**src/rtl/pipe_game_pkg.sv**
```systemverilog
// Shared pipe-game constants: GameState encoding, screen/pipe geometry, BCD helper.
package pipe_game_pkg;

  typedef enum logic [1:0] {
    ST_IDLE = 2'b00,
    ST_PLAY = 2'b01,
    ST_DEAD = 2'b10
  } gameState_t;

  localparam int SCREEN_W = 640;
  localparam int FLOOR_Y  = 428;
  localparam int PIPE_W   = 90;
  localparam int CAP_H    = 33;
  localparam int GAP      = 150;

  // Stage-1 snapshot, zero-extended so no geometry sum can wrap.
  typedef struct packed {
    logic [16:0] pos;
    logic [16:0] gapTop;
    logic [16:0] birdY;
    logic        button;
  } sample_t;

  function automatic logic [11:0] bcdInc(input logic [11:0] v);
    logic [11:0] r;
    r = v;
    if (v != 12'h999) begin
      if (v[3:0] != 4'd9) r[3:0] = v[3:0] + 4'd1;
      else begin
        r[3:0] = 4'd0;
        if (v[7:4] != 4'd9) r[7:4] = v[7:4] + 4'd1;
        else begin
          r[7:4]  = 4'd0;
          r[11:8] = v[11:8] + 4'd1;
        end
      end
    end
    return r;
  endfunction

endpackage

```
**src/rtl/pipe_collision_scorer_bcd.sv**
```systemverilog
// bcd_counter3: 3-digit BCD counter with sync clear, increment enable, saturation at 999.
module bcd_counter3
  import pipe_game_pkg::*;
(
  input  logic        Clks,
  input  logic        Reset,
  input  logic        Clear,
  input  logic        Inc,
  output logic [11:0] Count,
  output logic [11:0] CountNext
);

  // CountNext is exported so the caller can compare against the post-increment value.
  always_comb begin
    CountNext = Count;
    if (Clear)    CountNext = 12'h000;
    else if (Inc) CountNext = bcdInc(Count);
  end

  always_ff @(posedge Clks) begin
    if (!Reset) Count <= 12'h000;
    else        Count <= CountNext;
  end

endmodule

```
**src/rtl/pipe_collision_scorer.sv**
```systemverilog
// Bird/pipe/floor collision, BCD pass scoring and IDLE/PLAY/DEAD game FSM.
// Floor kill is enabled by defining PIPE_SCORER_FLOOR_KILL_EN.
module pipe_collision_scorer
  import pipe_game_pkg::*;
#(
  parameter int BIRD_X  = 200,
  parameter int BIRD_W  = 34,
  parameter int BIRD_H  = 24,
  parameter int HOLDOFF = 64
) (
  input  logic        Clks,
  input  logic        Reset,
  input  logic        FrameTick,
  input  logic        Button,
  input  logic [15:0] PipesPosition,
  input  logic [15:0] PipesLong,
  input  logic [15:0] BirdY,
  output logic        Status,
  output logic        Collision,
  output logic [11:0] Score,
  output logic [11:0] HighScore,
  output logic [1:0]  GameState
);

  localparam int STAGES = 2;
  localparam int HW     = $clog2(HOLDOFF + 1);
  localparam logic [HW-1:0] HOLD_MAX = HW'(HOLDOFF);
  localparam logic [16:0] BIRD_L = 17'(BIRD_X);
  localparam logic [16:0] BIRD_R = 17'(BIRD_X + BIRD_W);
  localparam logic [16:0] BH     = 17'(BIRD_H);
  localparam logic [16:0] PW     = 17'(PIPE_W);
  localparam logic [16:0] CH     = 17'(CAP_H);
  localparam logic [16:0] GP     = 17'(GAP);
`ifdef PIPE_SCORER_FLOOR_KILL_EN
  localparam logic [16:0] FY     = 17'(FLOOR_Y);
`endif

  logic [STAGES:1] vldPipe;
  sample_t         s1;
  logic            hx, hitComb;
  logic            hitQ, passQ, rearmQ, btnQ;
  gameState_t      state;
  logic            armed;
  logic [HW-1:0]   holdCnt;
  logic            tickQ, incEn, clrEn;
  logic [11:0]     scoreNext;

  always_ff @(posedge Clks) begin
    if (!Reset) vldPipe <= '0;
    else        vldPipe <= {vldPipe[STAGES-1:1], FrameTick};
  end

  always_ff @(posedge Clks) begin
    if (FrameTick) begin
      s1.pos    <= {1'b0, PipesPosition};
      s1.gapTop <= {1'b0, PipesLong};
      s1.birdY  <= {1'b0, BirdY};
      s1.button <= Button;
    end
  end

  always_comb begin
    hx      = (BIRD_R >= s1.pos) && (BIRD_L <= s1.pos + PW);
    hitComb = hx && ((s1.birdY <= s1.gapTop + CH) || (s1.birdY + BH >= s1.gapTop + GP));
`ifdef PIPE_SCORER_FLOOR_KILL_EN
    hitComb = hitComb || (s1.birdY + BH >= FY);
`endif
  end

  always_ff @(posedge Clks) begin
    if (vldPipe[1]) begin
      hitQ   <= hitComb;
      passQ  <= armed && (s1.pos + PW < BIRD_L);
      rearmQ <= s1.pos > BIRD_R;
      btnQ   <= s1.button;
    end
  end

  assign tickQ = vldPipe[STAGES];
  assign incEn = tickQ && (state == ST_PLAY) && passQ;
  assign clrEn = tickQ && (state == ST_IDLE) && !btnQ;

  bcd_counter3 uScore (
    .Clks      (Clks),
    .Reset     (Reset),
    .Clear     (clrEn),
    .Inc       (incEn),
    .Count     (Score),
    .CountNext (scoreNext)
  );

  always_ff @(posedge Clks) begin
    if (!Reset) begin
      state     <= ST_IDLE;
      Status    <= 1'b0;
      Collision <= 1'b0;
      HighScore <= 12'h000;
      armed     <= 1'b1;
      holdCnt   <= '0;
    end else begin
      Collision <= 1'b0;
      if (tickQ) begin
        if (rearmQ) armed <= 1'b1;
        case (state)
          ST_IDLE: if (!btnQ) begin
            state  <= ST_PLAY;
            Status <= 1'b1;
            armed  <= 1'b1;
          end
          ST_PLAY: begin
            if (passQ) armed <= 1'b0;
            // scoreNext already includes a same-tick pass
            if (hitQ) begin
              state     <= ST_DEAD;
              Status    <= 1'b0;
              Collision <= 1'b1;
              holdCnt   <= '0;
              if (scoreNext > HighScore) HighScore <= scoreNext;
            end
          end
          ST_DEAD: begin
            if (holdCnt < HOLD_MAX) holdCnt <= holdCnt + 1'b1;
            else if (btnQ) begin
              state   <= ST_IDLE;
              holdCnt <= '0;
            end
          end
          default: begin
            state  <= ST_IDLE;
            Status <= 1'b0;
          end
        endcase
      end
    end
  end

  assign GameState = state;

endmodule

```
**config.mk**
```make
export PLATFORM = sky130hd
export DESIGN_NAME = pipe_collision_scorer
export DESIGN_NICKNAME = d
export VERILOG_FILES = /design/src/rtl/pipe_game_pkg.sv /design/src/rtl/pipe_collision_scorer_bcd.sv /design/src/rtl/pipe_collision_scorer.sv
export SDC_FILE = /design/constraint.sdc
export NUM_CORES = 1
export LEC_CHECK = 0
export CORE_MARGIN = 4
export CORE_UTILIZATION = 52
export CTS_CLUSTER_DIAMETER = 200
export CTS_CLUSTER_SIZE = 10
export DETAILED_ROUTE_END_ITERATION = 8
export PLACE_DENSITY = 0.77
export SYNTH_ARGS = -nofsm -noshare
export SYNTH_HDL_FRONTEND = slang
export SYNTH_SLANG_ARGS = --single-unit
```
**constraint.sdc**
```tcl
create_clock -name Clks -period 3.15 [get_ports Clks]
set_input_delay 0.4725 -clock Clks [delete_from_list [all_inputs] [get_ports Clks]]
set_output_delay 0.4725 -clock Clks [all_outputs]
set_load 0.02 [all_outputs]
```
# Word-level counts from Yosys, hierarchy flattened
# Cells that the tools add are included.
dict set report totals {
  reg_bits 91
  inputBits 52
  output_inout_bits 28
  elab_cells 83
}
dict set report op_classes {
  n_addsub 8
  order_cmp 8
  eq_ne 10
  muxes 24
  bitwise_logic 1
  n_reduce_logical 16
}
# operator n
set op_table {}
lappend op_table {{12-bit 2-to-1 mux} 3}
lappend op_table {{7-bit 2-to-1 mux} 3}
lappend op_table {{16-bit by 5-bit adder with 17-bit output, second input constant} 1}
lappend op_table {{16-bit by 6-bit adder with 17-bit output, second input constant} 1}
lappend op_table {{16-bit by 7-bit adder with 17-bit output, second input constant} 1}
lappend op_table {{16-bit by 8-bit adder with 17-bit output, second input constant} 1}
lappend op_table {{17-bit greater-or-equal comparator} 1}
lappend op_table {{16-bit by 17-bit <= comparator with 1-bit output} 1}
lappend op_table {{8-bit by 17-bit <= comparator with 1-bit output, first input constant} 1}
lappend op_table {{17-bit by 8-bit less-than comparator with 1-bit output, second input constant} 1}
lappend op_table {{8-bit by 16-bit greater-or-equal comparator with 1-bit output, first input constant} 1}
lappend op_table {{16-bit by 8-bit greater-than comparator with 1-bit output, second input constant} 1}
lappend op_table {{7-bit one-hot mux with 2 select lines} 1}
lappend op_table {{4-bit by 1-bit adder with 4-bit output, second input constant} 3}
lappend op_table {{12-bit greater-than comparator} 1}
lappend op_table {{4-bit 2-to-1 mux} 3}
lappend op_table {{12-bit != test, second input constant} 1}
lappend op_table {{4-bit AND reduction} 3}
lappend op_table {{2-bit 2-to-1 mux} 4}
lappend op_table {{8-bit 2-to-1 mux} 1}
lappend op_table {{2-bit != test, second input constant} 4}
lappend op_table {{4-bit != test, second input constant} 2}
lappend op_table {{7-bit by 1-bit adder with 7-bit output, second input constant} 1}
lappend op_table {{1-bit logical AND} 7}
lappend op_table {{15 further kinds} 20}

# Logic depth before layout (Yosys ltp)
# Gate-level depths: netlist of run 1.
dict set report depth {
  ltp_word 8
  depth_mapped 15
  mapped_depth_nobuf 15
}

# Cells and area by module
# From an unflattened synthesis of run 1, not the netlist that was laid out.
dict set report unflattened {
  hier_cells 576
  hier_area_um2 5661.7
}
# module n_inst cells_per_inst area_each_um2 seq_area_each_um2
set by_module_without_submodules {}
lappend by_module_without_submodules {pipe_collision_scorer 1 488 4947.2 2112.0}
lappend by_module_without_submodules {bcd_counter3 1 88 714.4 240.2}

# Least setup slack after synthesis of run 1
# Ideal clock, no wire load.
dict set report synth_path {
  path_type {register to register}
  start {register uScore.Count[5]}
  end {register HighScore[0]}
  setup_time_ns 0.121
  t_arrival_ns 2.942
  required_ns 3.029
  slack_ns 0.087
  path_stages_with_launch 15
  path_buffers 2
  cell_sequence {dfxtp_1 inv_1 ha_1 and3b_1 clkbuf_1 nand4_1 mux2_2 nor2_1 ha_1 a21o_1 a21o_1 a221oi_1 a221oi_2 buf_4 mux2i_1}
}
dict set report synth_between {
  elab_chain_len 8
}
# element line
set synth_rtl {}
lappend synth_rtl {{from (decl)} pipe_collision_scorer_bcd.sv:9} ;# output logic [11:0] Count,
lappend synth_rtl {{from (signal assigned)} pipe_collision_scorer_bcd.sv:22} ;# else Count <= CountNext;
lappend synth_rtl {{4-bit != test} pipe_game_pkg.sv:31} ;# if (v[7:4] != 4'd9) r[7:4] = v[7:4] + 4'd1;
lappend synth_rtl {{4-bit 2-to-1 mux} pipe_game_pkg.sv:31}
lappend synth_rtl {{8-bit 2-to-1 mux} pipe_game_pkg.sv:28} ;# if (v[3:0] != 4'd9) r[3:0] = v[3:0] + 4'd1;
lappend synth_rtl {{12-bit 2-to-1 mux (*)} pipe_game_pkg.sv:27} ;# if (v != 12'h999) begin
lappend synth_rtl {{12-bit 2-to-1 mux (*)} pipe_collision_scorer_bcd.sv:17} ;# else if (Inc) CountNext = bcdInc(Count);
lappend synth_rtl {{12-bit 2-to-1 mux (*)} pipe_collision_scorer_bcd.sv:16} ;# if (Clear) CountNext = 12'h000;
lappend synth_rtl {{net scoreNext[9]} pipe_collision_scorer.sv:46} ;# logic [11:0] scoreNext;
lappend synth_rtl {{12-bit greater-than comparator (*)} pipe_collision_scorer.sv:118} ;# if (scoreNext > HighScore) HighScore <= scoreNext;
lappend synth_rtl {{4-bit AND reduction (no source line) (*)} --}
lappend synth_rtl {{to (signal assigned)} pipe_collision_scorer.sv:118}
lappend synth_rtl {{to (decl)} pipe_collision_scorer.sv:21} ;# output logic [11:0] HighScore,
# Mark *: on every way through the listed nets, which the timed path passes. The rest lies on a longest branch.
# A chain may end at the register's enable or synchronous reset.

# Worst setup path after layout of run 1
dict set report layout_path {
  start {register s1[19] in the netlist's numbering}
  end {register hitQ (data pin)}
}
dict set report layout_between {
  elab_chain_len 4
}
# element line
set layout_rtl {}
lappend layout_rtl {{from (decl)} pipe_collision_scorer.sv:39} ;# sample_t s1;
lappend layout_rtl {{16-bit by 6-bit adder with 17-bit output / 16-bit by 8-bit adder with 17-bit output (equally long branches)} pipe_collision_scorer.sv:64} ;# hitComb = hx && ((s1.birdY <= s1.gapTop + CH) || (s1.birdY + BH >= s1.gapTop + GP));
lappend layout_rtl {{16-bit by 17-bit <= comparator with 1-bit output / 17-bit greater-or-equal comparator (equally long branches)} pipe_collision_scorer.sv:64}
lappend layout_rtl {{1-bit logical OR (*)} pipe_collision_scorer.sv:64}
lappend layout_rtl {{1-bit logical AND (*)} pipe_collision_scorer.sv:64}
lappend layout_rtl {{net hitComb} pipe_collision_scorer.sv:40} ;# logic hx, hitComb;
lappend layout_rtl {{to (signal assigned)} pipe_collision_scorer.sv:72} ;# hitQ <= hitComb;
lappend layout_rtl {{to (decl)} pipe_collision_scorer.sv:41} ;# logic hitQ, passQ, rearmQ, btnQ;
# Marks and branches as above.

==> metrics.md, run 1 <==
| Metric | Value |
|---|---|
| Drt pass-1 iters | `4` |
| Critical Path RT | `3.35 ns` |
| Tightest Pin Transition | `1.07 ns` |
| P&R area growth vs syn | `23.9%` |
| # IOs | `80` |
| Setup slack after layout | `0.100 ns` |
| Clock Tree Buf Depth | `2` |
| Vias | `4262` |
| Avg Cell Area, Syn | `9.92 um^2` |
| Post-synthesis register bit count | `91` |
| Global-route wire length before repair | `18.9 mm` |
| Worst-path clk slew | `0.09 ns` |
| Syn. warnings | `0` |
| Max Fclk | `0.328 GHz` |
| Nets | `747` |
| CTS H-Tree Depth | `3` |
| Initial antenna violation count | `0` |
| Sequential fraction of the synthesis area | `43.4%` |
| Static Leak | `2.71 nW` |
| Most frequent cell after synthesis | `ha_1` |
| Post-CTS Hold Buffers | `0` |
| Root buf cell | `clkbuf_8` |
| Distinct cells, synth | `59` |
| Ys flop type | `edfxtp_1` |
| Endpoints failing hold | `0` |
| Tot Pwr | `2.57 mW` |
| Initial Utilization | `54.4%` |
| CTS tree | `yes` |
| Max incr delay on CP | `0.45 ns` |
| Reg2reg start | `s1[19]$_DFFE_PP_` |
| GR Overflow Total | `0` |
| Core area | `9950 um^2` |
| Tcrit/Tclk final | `96.8%` |
| Layout Skew | `0.0149 ns` |
| Cell count after synthesis | `546` |
| RD Place Congestion | `0.975` |
| Uppermost layer routed | `met4` |
| Status | `finished clean` |
| Std cell rows | `36` |
| Min-Delay Startpoint | `s1[0]$_DFFE_PP_` |
| Met1 wire length | `5.18 mm` |
| FF-to-FF path depth | `14` |
| Avg Vias per Cell | `5.49` |
| Die X | `110 um` |
| Nature of the critical path endpoint | `flop` |
| Post-Route WL | `11.7 mm` |
| Fin crit period | `3.05 ns` |
| Yosys top cell area share | `29.4%` |
| Power Density | `382 nW/um^2` |
| Crit-path cells | `buf_4 > ha_1 > nand2_2 > nor2_2 > o21ai_2 > nor2_4 > nand3_1 > xor2_1 > ha_1 > nand4_1 > nor4_2 > a221o_1 > a211o_1 > a311oi_2` |
| Worst Hold Class | `flop to flop` |
| CP most frequent cell | `ha_1` |
| Max Fanout on Critical Path | `5` |
| Clock latency on the worst-skew pair | `0.37 ns` |
| Post-Place Setup Slack | `-0.0366 ns` |
| Die height | `110 um` |
| Sink Count | `91` |
| Final setup violation count | `0` |
| Ranking of synthesized cells by area | `edfxtp_1, dfxtp_1, ha_1, xor2_1, nand2_1` |
| N_diodes | `0` |
| Fin. max-slew vios | `0` |
| Met2 WL | `5.79 mm` |
| DRC errors left | `0` |
| First DRT Iteration DRCs | `184` |
| Cell Area, Placed | `6420 um^2` |
| Drt wl/cell | `15.1 um` |
| Hold depth | `0` |
| EDFF count, synth | `53` |
| Number of global-route vias before repair | `4112` |
| Worst VDD drop | `0.000236 V` |
| Met3 wire len | `605 um` |
| Num CTS Buffers | `9` |
| Max-cap violations | `0` |
| CP startpoint kind | `flop` |
| CP Launch Point | `s1[19]$_DFFE_PP_` |
| Layout Cell Area excl Fill | `6710 um^2` |
| Share of cells above drive strength 1 | `9.94%` |
| PortBufs | `79` |
| Worst EP arrival | `3.25 ns` |
| Post-synth top cells | `ha_1, edfxtp_1, nand2_1` |
| Die ar. | `12100 um^2` |
| Final HPWL DP | `9.15 mm` |
| Critical path type | `flop to flop` |
| GRT Total Usage | `20.0%` |
| Mapped cell area | `5420 um^2` |
| CP max-delay cell | `edfxtp_1` |
| Ys async rst share | `0%` |
| Synthesized Nets | `654` |
| Largest net degree at the start of global routing | `51` |
| Area leader, netlist | `edfxtp_1` |
| Setup TNS Final | `0 ns` |
| Routed Antenna Nets | `0` |
| Relative slew slack | `28.7%` |
## cell usage in the layout (no fill, tap or decap), types with 3 or more instances in the layout
| cell type | Yosys | layout |
|---|---|---|
| clkdlybuf4s50_1 | 0 | 78 |
| ha_1 | 56 | 55 |
| edfxtp_1 | 53 | 53 |
| nand2_1 | 52 | 51 |
| inv_1 | 46 | 46 |
| dfxtp_1 | 38 | 38 |
| nor2_1 | 37 | 32 |
| a21oi_1 | 33 | 31 |
| xor2_1 | 28 | 28 |
| nand3_1 | 27 | 26 |
| xnor2_1 | 21 | 21 |
| buf_4 | 2 | 17 |
| mux2i_1 | 16 | 16 |
| o21ai_0 | 16 | 14 |
| a21o_1 | 13 | 13 |
| nand4_1 | 11 | 11 |
| clkbuf_8 | 0 | 9 |
| nor3_1 | 8 | 8 |
| or3_1 | 7 | 7 |
| nand2b_1 | 6 | 6 |
| and3_1 | 7 | 6 |
| and2_1 | 5 | 5 |
| nor2_2 | 0 | 4 |
| clkinv_2 | 0 | 4 |
| nand3b_1 | 3 | 3 |
| a21boi_0 | 3 | 3 |
| a21oi_2 | 1 | 3 |
| and4_1 | 3 | 3 |
| o22ai_1 | 3 | 3 |
## layer usage
layer	track usage (%)	vias to the layer above
met2	34.2	103
met1	25.5	2017
li1	-	2128
met3	3.90	14
met4	6.23	0
met5	0	-
## worst max-delay path: cells and delay by family (launching register included)
family,cells,cell delay [ns]
AO/OA/AOI/OAI,4,0.97
XOR/XNOR,1,0.16
adder cells (fa/ha/maj),2,0.47
buffers and inverters,1,0.14
flip-flops,1,0.45
AND/OR/NAND/NOR,6,0.68
## worst paths after layout
check	end	slack [ns]
setup / recovery	hitQ$_DFFE_PP_	0.10
hold / removal	btnQ$_DFFE_PP_	0.43
setup reg to reg	hitQ$_DFFE_PP_	0.10
hold reg to reg	btnQ$_DFFE_PP_	0.43
## layout make-up
class,instances,area [um^2]
Fill cell,808,3240
Tap cell,133,166
Timing Repair Buffer,97,925
Clock inverter,5,26.3
Sequential cell,91,2350
Multi-Input combinational cell,394,2920
Inverter,46,173
Clock buffer,11,153
## stage by stage
| step | hold slack (ns) | std cells | utilization, % |
|---|---|---|---|
| floorplan | 0.400 | 546 | - |
| global placement | 0.426 | 759 | 64.5 |
| detailed placement | 0.430 | 759 | 64.5 |
| CTS | 0.441 | 775 | 66.4 |
| global route | 0.460 | 777 | 67.4 |
| finish | 0.433 | 777 | 67.4 |
## state kept, by name, summed over array words and instances, names as in the netlist
signal        cells
uScore.Count     12
holdCnt           7
vldPipe           2
HighScore        12
s1               49
Collision         1
btnQ              1
GameState         2
hitQ              1
rearmQ            1
armed             1
Status            1
passQ             1
## where the power goes
part	total (mW)	internal, mW	switching, mW
sequential	1.40	1.32	0.0794
combinational	0.432	0.220	0.212
clock	0.732	0.330	0.402
total	2.57	1.87	0.693
## logic make-up (layout without fill, tap and decap cells)
kind of cell | after synthesis | in the layout | synth area share (%)
xor gates and xnor gates | 49 | 49 | 7.92
buffers and inverters | 61 | 159 | 4.39
DFF | 91 | 91 | 43.4
adders and majority gates | 56 | 56 | 12.9
and+or+nand+nor | 179 | 179 | 16.7
AOI/OAI and AO/OA | 92 | 92 | 11.2
muxes | 18 | 18 | 3.37
## what timing repair did
| action | in CTS | in global routing |
|---|---|---|
| buffers inserted | 0 | 2 |
| resized for setup | 2 | 21 |
| pin swaps | 0 | 10 |
| hold endpoints to repair | 0 | 0 |
| endpoints found under the setup margin | 1 | 13 |
No activity file was read; power rests on OpenSTA's default activity.
==> inputs of run 2 (changes only) <==
- ABC_AREA: not set -> 1
- PLACE_DENSITY: 0.77 -> 0.76
- SKIP_CTS_REPAIR_TIMING: not set -> 1
==> run 2 against run 1 <==
  * Maximum frequency increased by 6.6%
  * Area after synthesis increased by 7.6%
  * Critical endpoint is now HighScore[10]$_SDFFE_PN0P_
  * Routed wire length increased by 4.2%
  * Flip-flop and latch count unchanged
  * Utilization decreased by 2.8 points
  * Worst setup slack improved by 0.19 ns
  * Clock power increased by 14%
==> metrics.md, run 2 <==
| Metric | Value |
|---|---|
| Status | `finished clean` |
| Clock Tree Buf Depth | `2` |
| Tot Pwr | `2.75 mW` |
| Synthesized Nets | `811` |
| Max Fclk | `0.350 GHz` |
| EDFF count, synth | `53` |
| Sequential fraction of the synthesis area | `40.4%` |
| Vias | `4814` |
| Tightest Pin Transition | `1.07 ns` |
| # IOs | `80` |
| Most used routing layer | `met2` |
| FF-to-FF path depth | `18` |
| Num CTS Buffers | `9` |
| Ranking of synthesized cells by area | `edfxtp_1, dfxtp_1, ha_1, nand2_1, inv_1` |
| Final HPWL DP | `9.79 mm` |
| Sink Count | `91` |
| First DRT Iteration DRCs | `184` |
| Endpoints failing hold | `0` |
| Biggest register | `s1` |
| Yosys top cell area share | `27.3%` |
| GR Overflow Total | `0` |
| CP startpoint kind | `flop` |
| DRC errors left | `0` |
| Grt met2 use | `33.8%` |
| Setup slack after layout | `0.289 ns` |
| Ys flop type | `edfxtp_1` |
| Die ar. | `13000 um^2` |
| Std cell rows | `38` |
| Global-route wire length before repair | `20.5 mm` |
| Most frequent cell after synthesis | `nand2_1` |
| Worst VDD drop | `0.000319 V` |
| Hold depth | `0` |
| Power Density | `391 nW/um^2` |
| Final setup violation count | `0` |
| Largest regs | `s1 x49, HighScore x12, uScore.Count x12` |
| Fin crit period | `2.86 ns` |
| GRT met3 Usage | `3.50%` |
| Largest net degree at the start of global routing | `51` |
| CTS H-Tree Depth | `3` |
| Avg Cell Area, Syn | `8.29 um^2` |
| Critical path type | `flop to flop` |
| GRT Total Usage | `19.7%` |
| Static Leak | `3.08 nW` |
| Syn. warnings | `0` |
| Mapped cell area | `5830 um^2` |
| Cell count after synthesis | `703` |
| Most frequent cells in the layout | `nand2_1, inv_1, clkdlybuf4s50_1` |
| Initial antenna violation count | `0` |
| Commonest non-fill, non-tap cell in the layout | `nand2_1` |
| Die X | `114 um` |
| Post-Place Setup Slack | `0.230 ns` |
| Ys async rst share | `0%` |
| Nature of the critical path endpoint | `flop` |
| Die height | `114 um` |
| Routed Antenna Nets | `0` |
| Share of cells above drive strength 1 | `8.75%` |
| PortBufs | `79` |
| Avg Vias per Cell | `5.12` |
| Fin. max-slew vios | `0` |
| Met1 GRT Util | `24.6%` |
| Tcrit/Tclk final | `90.8%` |
| Worst-path clk slew | `0.09 ns` |
| Root buf cell | `clkbuf_8` |
| Relative slew slack | `28.9%` |
| Worst EP arrival | `3.12 ns` |
| Clock latency on the worst-skew pair | `0.37 ns` |
| Max-cap violations | `0` |
| Layout Skew | `0.0104 ns` |
| Post-synthesis register bit count | `91` |
| Max Fanout on Critical Path | `18` |
| RD Place Congestion | `0.867` |
| Critical Path RT | `3.41 ns` |
| Number of global-route vias before repair | `4668` |
| Post-Route WL | `12.2 mm` |
| Area leader, netlist | `edfxtp_1` |
| Drt wl/cell | `13.0 um` |
| P&R area growth vs syn | `20.8%` |
| N_diodes | `0` |
| Core area | `10900 um^2` |
| Drt pass-1 iters | `5` |
| Max FFs per register | `49` |
| Post-synth top cells | `nand2_1, inv_1, nor2_1` |
| Worst Hold Class | `flop to flop` |
| Distinct cells, synth | `47` |
| Initial Utilization | `53.5%` |
| CTS tree | `yes` |
| Nets | `903` |
run 2: cell count changes in the layout (fill, tap and decap cells not counted), sizes merged, moves of 15 or more:
cell	delta
inv	+67
nand3	+15
mux2i	-16
o21ai	+16
nand2	+92
nor2	+39
run 2: layout make-up:
type,count,area [um^2]
Inverter,116,443
Timing Repair Buffer,87,846
Clock inverter,3,15.0
Clock buffer,13,201
Tap cell,140,175
Fill cell,936,3850
Multi-Input combinational cell,490,3010
Sequential cell,91,2350
run 2: metal layers:
layer	part of all wire (%)	routed length, um	up-vias
li1	-	-	2495
met5	0	0	-
met3	4.3	526	20
met4	2.0	243	0
met1	46	5580	2197
met2	48	5870	102
run 2: per-stage QoR:
stage	setup TNS (ns)	util (%)	hold WS [ns]	cells	area [um^2]
after floorplan	0	-	0.400	703	5830
after CTS	0	64.3	0.433	936	7000
after global routing	-0.0130	64.6	0.447	940	7040
final	0	64.6	0.430	940	7040
after global placement	0	62.3	0.407	920	6780
after detailed placement	0	62.3	0.419	920	6780
run 2: final timing paths:
| check | from | endpoint | slack [ns] |
|---|---|---|---|
| setup / recovery | uScore.Count[5]$_SDFF_PN0_ | HighScore[10]$_SDFFE_PN0P_ | 0.29 |
| hold / removal | s1[0]$_DFFE_PP_ | btnQ$_DFFE_PP_ | 0.43 |
| hold reg to reg | s1[0]$_DFFE_PP_ | btnQ$_DFFE_PP_ | 0.43 |
| setup reg to reg | uScore.Count[5]$_SDFF_PN0_ | HighScore[10]$_SDFFE_PN0P_ | 0.29 |
run 2: cell families after synthesis:
logic type                 synth area share [%]
AOI/OAI and AO/OA                          8.70
xor gates and xnor gates                   5.86
adders and majority gates                  12.0
and+or+nand+nor                            24.8
buffers and inverters                      8.22
DFF                                        40.4
run 2: critical path, stage by stage, from the launching register on:
cell     delay [ns]
dfxtp_1        0.34
inv_1          0.10
ha_1           0.16
nand3_1        0.15
nor2_4         0.19
inv_2          0.07
nor3_2         0.20
nand2_1        0.10
nand3_2        0.10
inv_1          0.05
ha_1           0.29
a21oi_1        0.16
nor2_1         0.05
nor3_1         0.18
nand3_1        0.16
nand2_4        0.13
inv_4          0.09
o21ai_0        0.16
a21oi_1        0.06
run 2: power by group:
group          internal, mW  leakage, nW  switching [mW]
sequential             1.33        0.823          0.0700
clock                 0.422        0.115           0.411
combinational         0.234         2.14           0.286
total                  1.98         3.08           0.768
==> inputs of run 3 (changes only) <==
- ABC_AREA: 1 -> not set
- CTS_CLUSTER_DIAMETER: 200 -> not set
- PLACE_DENSITY: 0.76 -> 0.77
- clock period: 3.15 -> 3.2 ns (I/O delays scaled with it)
==> run 3 against run 2 <==
  * Via count down 8.6%
  * Count of clock-buffer cells in the layout down 2
  * Final cell count fell by 16%
  * Largest cell class unchanged
  * Worst hold slack lost 0.0033 ns
  * Worst setup slack got worse by 0.27 ns
  * Sequential power barely moved
  * Clock power fell by 3.7%
  * Critical endpoint is now hitQ$_DFFE_PP_
  * First-iteration DRC count grew 28%
  * Flip-flop and latch count stayed put
  * Clock skew down 0.0039 ns
  * Utilization is 5.1 points higher
  * Largest power group unchanged
  * Maximum frequency decreased by 10%
==> metrics.md, run 3 (synthesis gave the netlist of run 1 again) <==
| Metric | Value |
|---|---|
| Status | `finished clean` |
| Clock latency on the worst-skew pair | `0.36 ns` |
| Clock Tree Buf Depth | `2` |
| Max Fanout on Critical Path | `5` |
| Most frequent cells in the layout | `clkdlybuf4s50_1, ha_1, edfxtp_1` |
| Tcrit/Tclk final | `99.5%` |
| Die ar. | `12100 um^2` |
| CTS H-Tree Depth | `3` |
| Reg2reg start | `s1[19]$_DFFE_PP_` |
| RSZ-0062 raised after global routing | `yes` |
| First DRT Iteration DRCs | `236` |
| Nature of the critical path endpoint | `flop` |
| Biggest register | `s1` |
| Largest net degree at the start of global routing | `51` |
| Met3 wire len | `604 um` |
| Max Fclk | `0.314 GHz` |
| Dpl cells | `762` |
| Uppermost layer routed | `met4` |
| Root buf cell | `clkbuf_8` |
| P&R area growth vs syn | `28.1%` |
| # IOs | `80` |
| Final HPWL DP | `8.90 mm` |
| Min-Delay Startpoint | `s1[0]$_DFFE_PP_` |
| Layout Skew | `0.00648 ns` |
| RD Place Congestion | `0.906` |
| PortBufs | `79` |
| Vias | `4402` |
| Static Leak | `2.82 nW` |
| Initial antenna violation count | `0` |
| Worst VDD drop | `0.000265 V` |
| Largest regs | `s1 x49, HighScore x12, uScore.Count x12` |
| Core area | `9950 um^2` |
| Post-Place Setup Slack | `-0.300 ns` |
| Commonest non-fill, non-tap cell in the layout | `clkdlybuf4s50_1` |
| Met1 wire length | `5.25 mm` |
| Std cell rows | `36` |
| Power Density | `379 nW/um^2` |
| Tightest Pin Transition | `1.06 ns` |
| Number of global-route vias before repair | `4249` |
| Hold Path End | `btnQ$_DFFE_PP_` |
| Setup slack after layout | `0.0167 ns` |
| Nets | `762` |
| Critical path type | `flop to flop` |
| CP startpoint kind | `flop` |
| Worst Hold Class | `flop to flop` |
| Met2 WL | `5.92 mm` |
| CP Launch Point | `s1[19]$_DFFE_PP_` |
| Non-filler cells, final | `792` |
| Drt wl/cell | `15.1 um` |
| Critical Path RT | `3.37 ns` |
| Fin crit period | `3.18 ns` |
| Max-cap violations | `0` |
| Layout filler cell count | `734` |
| Max FFs per register | `49` |
| Global-route wire length before repair | `19.1 mm` |
| Sink Count | `91` |
| Routed Antenna Nets | `0` |
| Drt pass-1 iters | `6` |
| Avg Vias per Cell | `5.56` |
| GRT Total Usage | `20.0%` |
| CTS tree | `yes` |
| Hold depth | `0` |
| Relative slew slack | `29.1%` |
| RR Endpoint | `hitQ$_DFFE_PP_` |
| Die X | `110 um` |
| Die height | `110 um` |
| Share of cells above drive strength 1 | `12.9%` |
| Num CTS Buffers | `9` |
| Post-Route WL | `12.0 mm` |
| N_diodes | `0` |
| FF-to-FF setup slack | `0.02 ns` |
| Final setup violation count | `0` |
| Initial Utilization | `54.4%` |
| Endpoints failing hold | `0` |
| Worst-path clk slew | `0.10 ns` |
| FF-to-FF path depth | `12` |
| GR Overflow Total | `0` |
| Worst EP arrival | `3.35 ns` |
| Fin. max-slew vios | `0` |
| DRC errors left | `0` |
-- run 3: cell count changes in the layout (fill, tap and decap cells not counted), moves of 10 or more --
| cell | change |
|---|---|
| buf_4 | +24 |
| mux2i_1 | +16 |
| nand3_1 | -12 |
| a21o_1 | +13 |
| a21oi_1 | -10 |
| nand2_1 | -87 |
| xnor2_1 | +12 |
| nor2_1 | -34 |
| inv_1 | -59 |
-- run 3: critical path: stages, from the launching register on --
cell      delay [ns]
edfxtp_1        0.51
ha_4            0.20
a41oi_2         0.15
nor2_2          0.19
and3_2          0.26
nand3_1         0.10
xor2_1          0.16
ha_1            0.31
nand3_2         0.12
nor4_4          0.07
a221o_1         0.33
a211o_1         0.25
a311oi_2        0.33
-- run 3: worst max path at each step --
stage,endpoint,cells past startpoint
finish,hitQ$_DFFE_PP_,12
floorplan,HighScore[0]$_SDFFE_PN0P_,14
global placement,hitQ$_DFFE_PP_,14
detailed placement,hitQ$_DFFE_PP_,14
global route,hitQ$_DFFE_PP_,13
CTS,hitQ$_DFFE_PP_,14
-- run 3: layout make-up --
type | instances | area, um^2 | share of cell area, %
Multi-Input combinational cell | 394 | 2990 | 43.1
Sequential cell | 91 | 2350 | 33.9
Timing Repair Buffer | 112 | 1050 | 15.1
Clock buffer | 11 | 174 | 2.51
Inverter | 46 | 173 | 2.49
Tap cell | 133 | 166 | 2.40
Clock inverter | 5 | 38.8 | 0.559
-- run 3: report_power, final --
part	internal [mW]	switching (mW)	total, mW
logic	0.232	0.217	0.448
registers	1.30	0.0790	1.38
clock network	0.383	0.420	0.803
-- run 3: through the flow --
stage	hold slack (ns)	cell area, um^2	setup TNS [ns]	util (%)	power (mW)
finish	0.426	6940	0	69.7	2.63
global route	0.443	6940	-0.140	69.7	2.76
CTS	0.429	6670	-0.355	67.0	2.61
detailed placement	0.406	6460	-0.300	64.9	1.80
global placement	0.404	6460	-0.256	64.9	1.79
floorplan	0.400	5420	0	-	1.64
-- run 3: routing by layer --
layer  GRT usage [%]  vias up
met5               0        -
met4            7.93        0
met3            4.19       20
met2            33.5      121
met1            25.1     2105
li1                -     2156
